## src/rtl/line_streamer.sv

```systemverilog
`default_nettype none
// +----------------------------------------------------------------------------+
// | line_streamer: drains ping-pong banks of the line RAM into a pixel stream. |
// | Revision: 1.0                                                              |
// +----------------------------------------------------------------------------+
module line_streamer #(
  parameter int ADDR_SIZE = 6,
  parameter int DATA_SIZE = 32
) (
  input  logic                 clk,
  input  logic                 nrst,
  input  logic                 bank_full_i,
  input  logic                 bank_sel_i,
  output logic                 bank_free_o,
  output logic                 bank_free_idx_o,
  output logic                 overflow_o,
  output logic [ADDR_SIZE-1:0] addr_B,
  input  logic [DATA_SIZE-1:0] data_out_B,
  output logic [DATA_SIZE-1:0] px_data_o,
  output logic                 px_valid_o,
  input  logic                 px_ready_i,
  output logic                 px_last_o
);

  localparam int                 c_IDX_W    = ADDR_SIZE - 1;
  localparam logic [c_IDX_W-1:0] c_IDX_MAX  = {c_IDX_W{1'b1}};
  localparam logic [1:0]         c_FIFO_TOP = 2'd2;

  typedef enum logic [1:0] {
    ST_IDLE  = 2'd0,
    ST_FETCH = 2'd1,
    ST_WAIT  = 2'd2
  } state_t;

  state_t               r_state;
  logic [1:0]           r_full;
  logic                 r_cur;
  logic [c_IDX_W-1:0]   r_idx;
  logic                 r_rd_pend;
  logic                 r_rd_last;
  logic [DATA_SIZE:0]   r_fifo [3];
  logic [1:0]           r_wp;
  logic [1:0]           r_rp;
  logic [1:0]           r_count;
  logic                 r_out_bank;

  logic                 w_pop;
  logic                 w_last_pop;
  logic                 w_credit;
  logic                 w_drain_hit;
  logic                 w_start;
  logic                 w_issue;
  logic [1:0]           w_set;
  logic [1:0]           w_clr;

  // The read address is the next word to fetch, so it only moves when a read issues.
  assign addr_B                  = {r_cur, r_idx};
  assign px_valid_o              = (r_count != 2'd0);
  assign {px_last_o, px_data_o}  = r_fifo[r_rp];

  assign w_pop       = px_valid_o & px_ready_i;
  assign w_last_pop  = w_pop & px_last_o;
  assign w_credit    = ({1'b0, r_count} + {2'b00, r_rd_pend}) < 3'd3;
  assign w_drain_hit = (r_out_bank == r_cur) && (px_valid_o || r_rd_pend);
  assign w_start     = (r_state != ST_FETCH) && r_full[r_cur] && !w_drain_hit;
  assign w_issue     = w_credit && ((r_state == ST_FETCH) || w_start);
  assign w_set       = {bank_full_i & bank_sel_i, bank_full_i & ~bank_sel_i};
  assign w_clr       = {w_last_pop & r_out_bank, w_last_pop & ~r_out_bank};

  always_ff @(posedge clk or negedge nrst) begin
    if (!nrst) begin
      r_state         <= ST_IDLE;
      r_full          <= 2'b00;
      r_cur           <= 1'b0;
      r_idx           <= '0;
      r_rd_pend       <= 1'b0;
      r_rd_last       <= 1'b0;
      r_wp            <= 2'd0;
      r_rp            <= 2'd0;
      r_count         <= 2'd0;
      r_out_bank      <= 1'b0;
      bank_free_o     <= 1'b0;
      bank_free_idx_o <= 1'b0;
      overflow_o      <= 1'b0;
      for (int i = 0; i < 3; i++) r_fifo[i] <= '0;
    end else begin
      // A new fill of the same bank overrides the release of its previous contents.
      r_full <= (r_full & ~w_clr) | w_set;
      if (bank_full_i && r_full[bank_sel_i]) overflow_o <= 1'b1;

      bank_free_o <= w_last_pop;
      if (w_last_pop) begin
        bank_free_idx_o <= r_out_bank;
        r_out_bank      <= ~r_out_bank;
      end

      r_rd_pend <= w_issue;
      if (w_issue) r_rd_last <= (r_idx == c_IDX_MAX);

      if (r_rd_pend) begin
        r_fifo[r_wp] <= {r_rd_last, data_out_B};
        r_wp         <= (r_wp == c_FIFO_TOP) ? 2'd0 : r_wp + 2'd1;
      end
      if (w_pop) r_rp <= (r_rp == c_FIFO_TOP) ? 2'd0 : r_rp + 2'd1;
      r_count <= r_count + {1'b0, r_rd_pend} - {1'b0, w_pop};

      if (w_issue) begin
        if (r_idx == c_IDX_MAX) begin
          r_idx   <= '0;
          r_cur   <= ~r_cur;
          r_state <= ST_WAIT;
        end else begin
          r_idx   <= r_idx + 1'b1;
          r_state <= ST_FETCH;
        end
      end else if (r_state != ST_FETCH) begin
        r_state <= w_start ? ST_FETCH : ST_IDLE;
      end
    end
  end

endmodule
`default_nettype wire

```

## config.mk

```make
export PLATFORM = sky130hd
export DESIGN_NAME = line_streamer
export DESIGN_NICKNAME = d
export VERILOG_FILES = /design/src/rtl/line_streamer.sv
export SDC_FILE = /design/constraint.sdc
export NUM_CORES = 1
export LEC_CHECK = 0
export BUFFER_PORTS_ARGS = -buffer_cell sky130_fd_sc_hd__buf_4
export CORE_MARGIN = 3
export CORE_UTILIZATION = 51
export DETAILED_ROUTE_END_ITERATION = 12
export HOLD_SLACK_MARGIN = 0.06
export PLACE_DENSITY_LB_ADDON = 0.05
export SLEW_MARGIN = 5
export SYNTH_ARGS = -nofsm -noshare
export SYNTH_HDL_FRONTEND = slang
export SYNTH_SLANG_ARGS = --single-unit
```

## constraint.sdc

```tcl
create_clock -name clk -period 2.05 [get_ports clk]
set_input_delay 0.1025 -clock clk [delete_from_list [all_inputs] [get_ports clk]]
set_output_delay 0.1025 -clock clk [all_outputs]
set_load 0.01 [all_outputs]
```

# Yosys cells after proc, flatten, opt, wreduce, memory -nomap -nowiden
# Cells that the tools add are included.
# totals
register_bits	121
in_bits	37
output_inout_bits	43
# classes
addsub	6
n_lt_le_gt_ge	6
n_eq_ne	6
n_mux	17
bitwise	14
n_reduce_logical	12
# op_table
operator	n
99-bit bitwise mux	1
33-bit two-way mux	3
33-bit binary-select mux with 2-bit select	1
33-bit demux with 2-bit select	1
2-bit two-way mux	5
1-bit bitwise AND	6
3-bit greater-or-equal comparator (second input constant)	2
1-bit logical AND	6
2-bit NOT with 3-bit output	2
5-bit by 1-bit adder with 5-bit output (second input constant)	1
5-bit == test (second input constant)	1
1-bit two-way mux	5
5-bit two-way mux	1
2-bit by 1-bit adder with 2-bit output (second input constant)	2
2-bit == test (second input constant)	2
1-bit by 2-bit less-than comparator with 1-bit output (second input constant)	2
2-bit nonzero test	2
2-bit by 1-bit adder with 3-bit output	1
3-bit by 1-bit less-than comparator with 1-bit output (second input constant)	1
3-bit by 2-bit less-than comparator with 1-bit output (second input constant)	1
1-bit NOT	3
2-bit by 1-bit adder with 2-bit output	1
2-bit bitwise AND	1
2-bit by 1-bit == test with 1-bit output (second input constant)	1
8 further kinds	9

# Longest topological paths before layout
# depth
depth_word	9
depth_mapped	7
depth_no_buf	7

# Least setup slack after synthesis
# OpenSTA, ideal clock, no wires.
# synth_path
path_type	flip-flop to flip-flop
from	reg r_rd_pend
to	reg r_idx[0]
setup_time_ns	0.125
t_arrival_ns	1.829
required_time_ns	1.925
slack_ns	0.096
stages_incl_launch_ff	7
period_less_slack_ns	1.954
cell_sequence	dfrtp_1 -> ha_1 -> ha_1 -> a21oi_1 -> nand3b_1 -> nand2_1 -> mux2_2
# synth_via
elab_chain_cells	6
elab_cells_between_ends	8
# synth_lines
item	line	rtl
start, declared	39	logic r_rd_pend;
start signal, assigned	97	r_rd_pend <= w_issue;
parallel branches: the longest is 5 deep, another holds 2-bit by 1-bit adder with 3-bit output	--	
1-bit logical AND *	66	assign w_issue = w_credit && ((r_state == ST_FETCH) || w_start);
via w_issue	52	logic w_issue;
end signal, assigned	113	r_idx <= r_idx + 1'b1;
end, declared	38	logic [c_IDX_W-1:0] r_idx;
# Mark *: on every way through the listed nets, which the timed path passes.
# A chain may end at the register's enable or synchronous reset.

# Worst setup path in the final report
# layout_path
from	reg r_rp[1]
to	out px_data_o[11]
# layout_via
elab_chain_cells	4
# layout_lines
item	line	rtl
start, declared	43	logic [1:0] r_rp;
start signal, assigned	104	if (w_pop) r_rp <= (r_rp == c_FIFO_TOP) ? 2'd0 : r_rp + 2'd1;
2-bit NOT with 3-bit output (implied by the code)	59	assign {px_last_o, px_data_o} = r_fifo[r_rp];
33-bit binary-select mux with 2-bit select	59	
33-bit two-way mux (implied by the code) (2 in series)	59	
end, declared	19	output logic [DATA_SIZE-1:0] px_data_o,
# No other way between the ends. The select of a mux whose other input is x is not followed.

==> results.py <==
metrics = {
    "grt": {
        "grt_pass1_vias": 3865,
        "grt_antenna_before_repair": 0,
        "grt_pass1_wl_um": 18900,
        "grt_use_total_pct": 20.8,
        "grt_overflow_total": 0,
        "grt_start_max_net_pins": 59,
    },
    "critical_path": {
        "startpoint_type": "flop",
        "arrival_ps": 1840,
        "endpoint_kind": "output pin",
        "path_class": "flop to output pin",
        "worst-r2r-cell-count": 6,
        "worst_ep_required_time_ps": 1950,
        "critPathMaxFanout": 16,
        "ff2ff_setup_slack_ps": 180,
    },
    "yosys": {
        "synth_top_area_share_pct": 55.2,
        "ys.warnings.count": 0,
        "seq_area_frac_synth_pct": 55.2,
        "synth-edff-count": 0,
        "synth_area_mm2": 0.00548,
        "postSynth.asyncResetShare_pct": 100,
        "synth_ff_type": "dfrtp_1",
        "yosys-top-cells-area": "dfrtp_1 55%, mux2_2 15%, mux2_4 8.2%",
        "ys_seq_elements": 121,
        "synth_nets": 451,
        "avgSynthCellArea_um2": 13.4,
        "yosys.area.top_type": "dfrtp_1",
        "syn_inst": 408,
        "synth.distinct_cells": 37,
    },
    "timing": {
        "fin_tns_setup_ps": 0,
        "skew_ps": 7.61,
        "final-max-slew-violation-count": 0,
        "hold_viol": 0,
        "finalCritPeriodShare_pct": 94.8,
        "worst_slew_pin_slew_ps": 420,
        "rsz0062_at_grt": "false",
        "maxSlewHeadroom_pct": 72.0,
        "setup_ws_ps": 107,
        "setup_violations": 0,
        "fmaxAchievable_mhz": 515,
        "period_minus_slack_ps": 1940,
    },
    "floorplanning": {
        "core_mm2": 0.0104,
        "rows": 37,
        "chipHeight_um": 110,
        "start_util_pct": 52.9,
        "die_w_um": 110,
        "die_area_mm2": 0.0120,
        "ioPinCount": 80,
    },
    "min_path": {
        "hold_depth": 3,
        "hp-class": "primary input to flop",
    },
    "flow_run": {
        "maxCapViolations": 0,
    },
    "place": {
        "post-dp-hpwl_um": 7130,
        "placed_area_mm2": 0.00631,
        "post-place-ws_ps": 54.5,
        "place_congestion": 0.745,
        "io_buffers": 79,
    },
    "clock_tree": {
        "clk_latency_ps": 520,
        "cts_htree_levels": 4,
        "cts_tree": "done",
        "numClockSinks": 121,
        "clockBufferDepth": 2,
        "numCtsBuffers": 17,
        "ctsRootBufferMaster": "clkbuf_8",
        "path_clk_slew_ps": 60,
    },
    "route": {
        "drt-initial-drc-count": 155,
        "antenna_left": 0,
        "via_per_inst": 5.24,
        "drc": 0,
        "drt-total-wl_um": 11400,
        "vias": 3607,
        "post_drt_wl_per_cell_um": 16.6,
        "first_pass_iters": 5,
    },
    "pwr": {
        "ir_worst_vdd_mv": 0.968,
        "power_density_mw_per_mm2": 1800,
        "p_leak_nw": 3.39,
    },
    "cells_and_area": {
        "area_delta_synth_final_pct": 33.6,
        "antenna_cells": 0,
        "fin_area_mm2": 0.00732,
        "fin_util_pct": 70.6,
        "nets": 583,
        "drive_gt1_share_pct": 43.8,
    },
    "status": {
        "status": "finished, final reports clean",
    },
}
-- cell type report --
class / instances / area [um2]
Timing Repair Buffer: 136 / 1180
Fill cell: 759 / 3050
Sequential cell: 121 / 3030
Clock buffer: 24 / 480
Multi-Input combinational cell: 256 / 2310
Clock inverter: 7 / 115
Tap cell: 136 / 170
Inverter: 8 / 30.0
-- state kept, by name (all words and copies together) (netlist names), 2 cells and up --
signal / count
r_fifo: 99
r_full: 2
r_count: 2
r_state: 2
r_rp: 2
r_idx: 5
r_wp: 2
-- where the power goes --
group | internal [mW] | switching [mW] | total, mW
clock network | 1.97 | 1.00 | 2.97
logic | 3.33 | 2.57 | 5.90
registers | 3.60 | 0.687 | 4.28
-- placed cells by master, fill, tap and decap left out, types with 5 or more instances in the layout --
cell type,netlist,final
buf_12,0,5
dfrtp_1,121,120
mux2_4,30,30
o21ai_0,38,38
nand2_1,37,36
dlygate4sd3_1,0,39
inv_1,7,7
mux2i_1,33,33
mux2_2,74,74
ha_1,6,6
buf_4,4,91
clkbuf_16,0,16
clkbuf_8,0,5
-- cell usage after synthesis, types with 2 or more instances --
library cell  number
a21oi_1            3
buf_4              4
xnor2_1            2
buf_6              3
nor2_1             3
a21o_1             2
nor3_1             2
o21ai_0           38
buf_2             10
clkbuf_1           6
inv_1              7
nor2b_1            3
mux2_2            74
nand3_1            3
mux2i_1           33
nand2_1           37
mux2_4            30
dfrtp_1          121
ha_1               6
o2bb2ai_1          2
xor2_1             3
-- per-layer routing --
layer / track usage [%] / routed length, um
met1: 26.3 / 4990
met2: 34.5 / 5760
met3: 5.40 / 483
met4: 7.93 / 155
met5: 0 / 0
-- timing repair --
action                     4_1_cts  5_1_grt
resized for setup                2        2
hold buffers                    39        0
setup endpoints to repair        6        5
hold endpoints to repair       221        0
buffers inserted                 0        2
-- critical path, stage by stage, from the launching register on --
cell and delay [ps]:
dfrtp_2 440, buf_6 260, mux2i_1 100, o21ai_0 330, buf_4 200
-- kinds of logic (layout without fill, tap and decap cells) --
logic type | Yosys count | in the layout | synth area share (%)
adder cells (fa/ha/maj) | 6 | 6 | 1.37
AND/OR/NAND/NOR | 56 | 56 | 4.56
XOR/XNOR | 5 | 5 | 0.799
buffers and inverters | 31 | 175 | 3.04
flip-flops | 121 | 121 | 55.2
AO/OA/AOI/OAI | 52 | 52 | 5.57
multiplexers | 137 | 137 | 29.4
-- worst paths after layout --
path / endpoint / from
hold / removal: r_fifo[29]$_DFFE_PN0P_ / data_out_B[29]
max in group asynchronous: r_fifo[73]$_DFFE_PN0P_ / nrst
setup / recovery: px_data_o[11] / r_rp[1]$_DFFE_PN0P_
hold reg to reg: r_fifo[44]$_DFFE_PN0P_ / r_fifo[44]$_DFFE_PN0P_
setup reg to reg: r_idx[0]$_DFFE_PN0P_ / r_count[0]$_DFF_PN0_
min in group asynchronous: r_fifo[7]$_DFFE_PN0P_ / nrst
-- stage by stage --
stage                     power (mW)  hold slack [ps]  instances
after CTS                       13.2              340        686
after detailed placement        10.1             74.1        616
after global routing            14.0              362        688
final                           13.2              366        688
after floorplan                 7.96             -193        408
after global placement          9.91             83.7        616
Note: power is estimated with default switching activity, not from simulation.
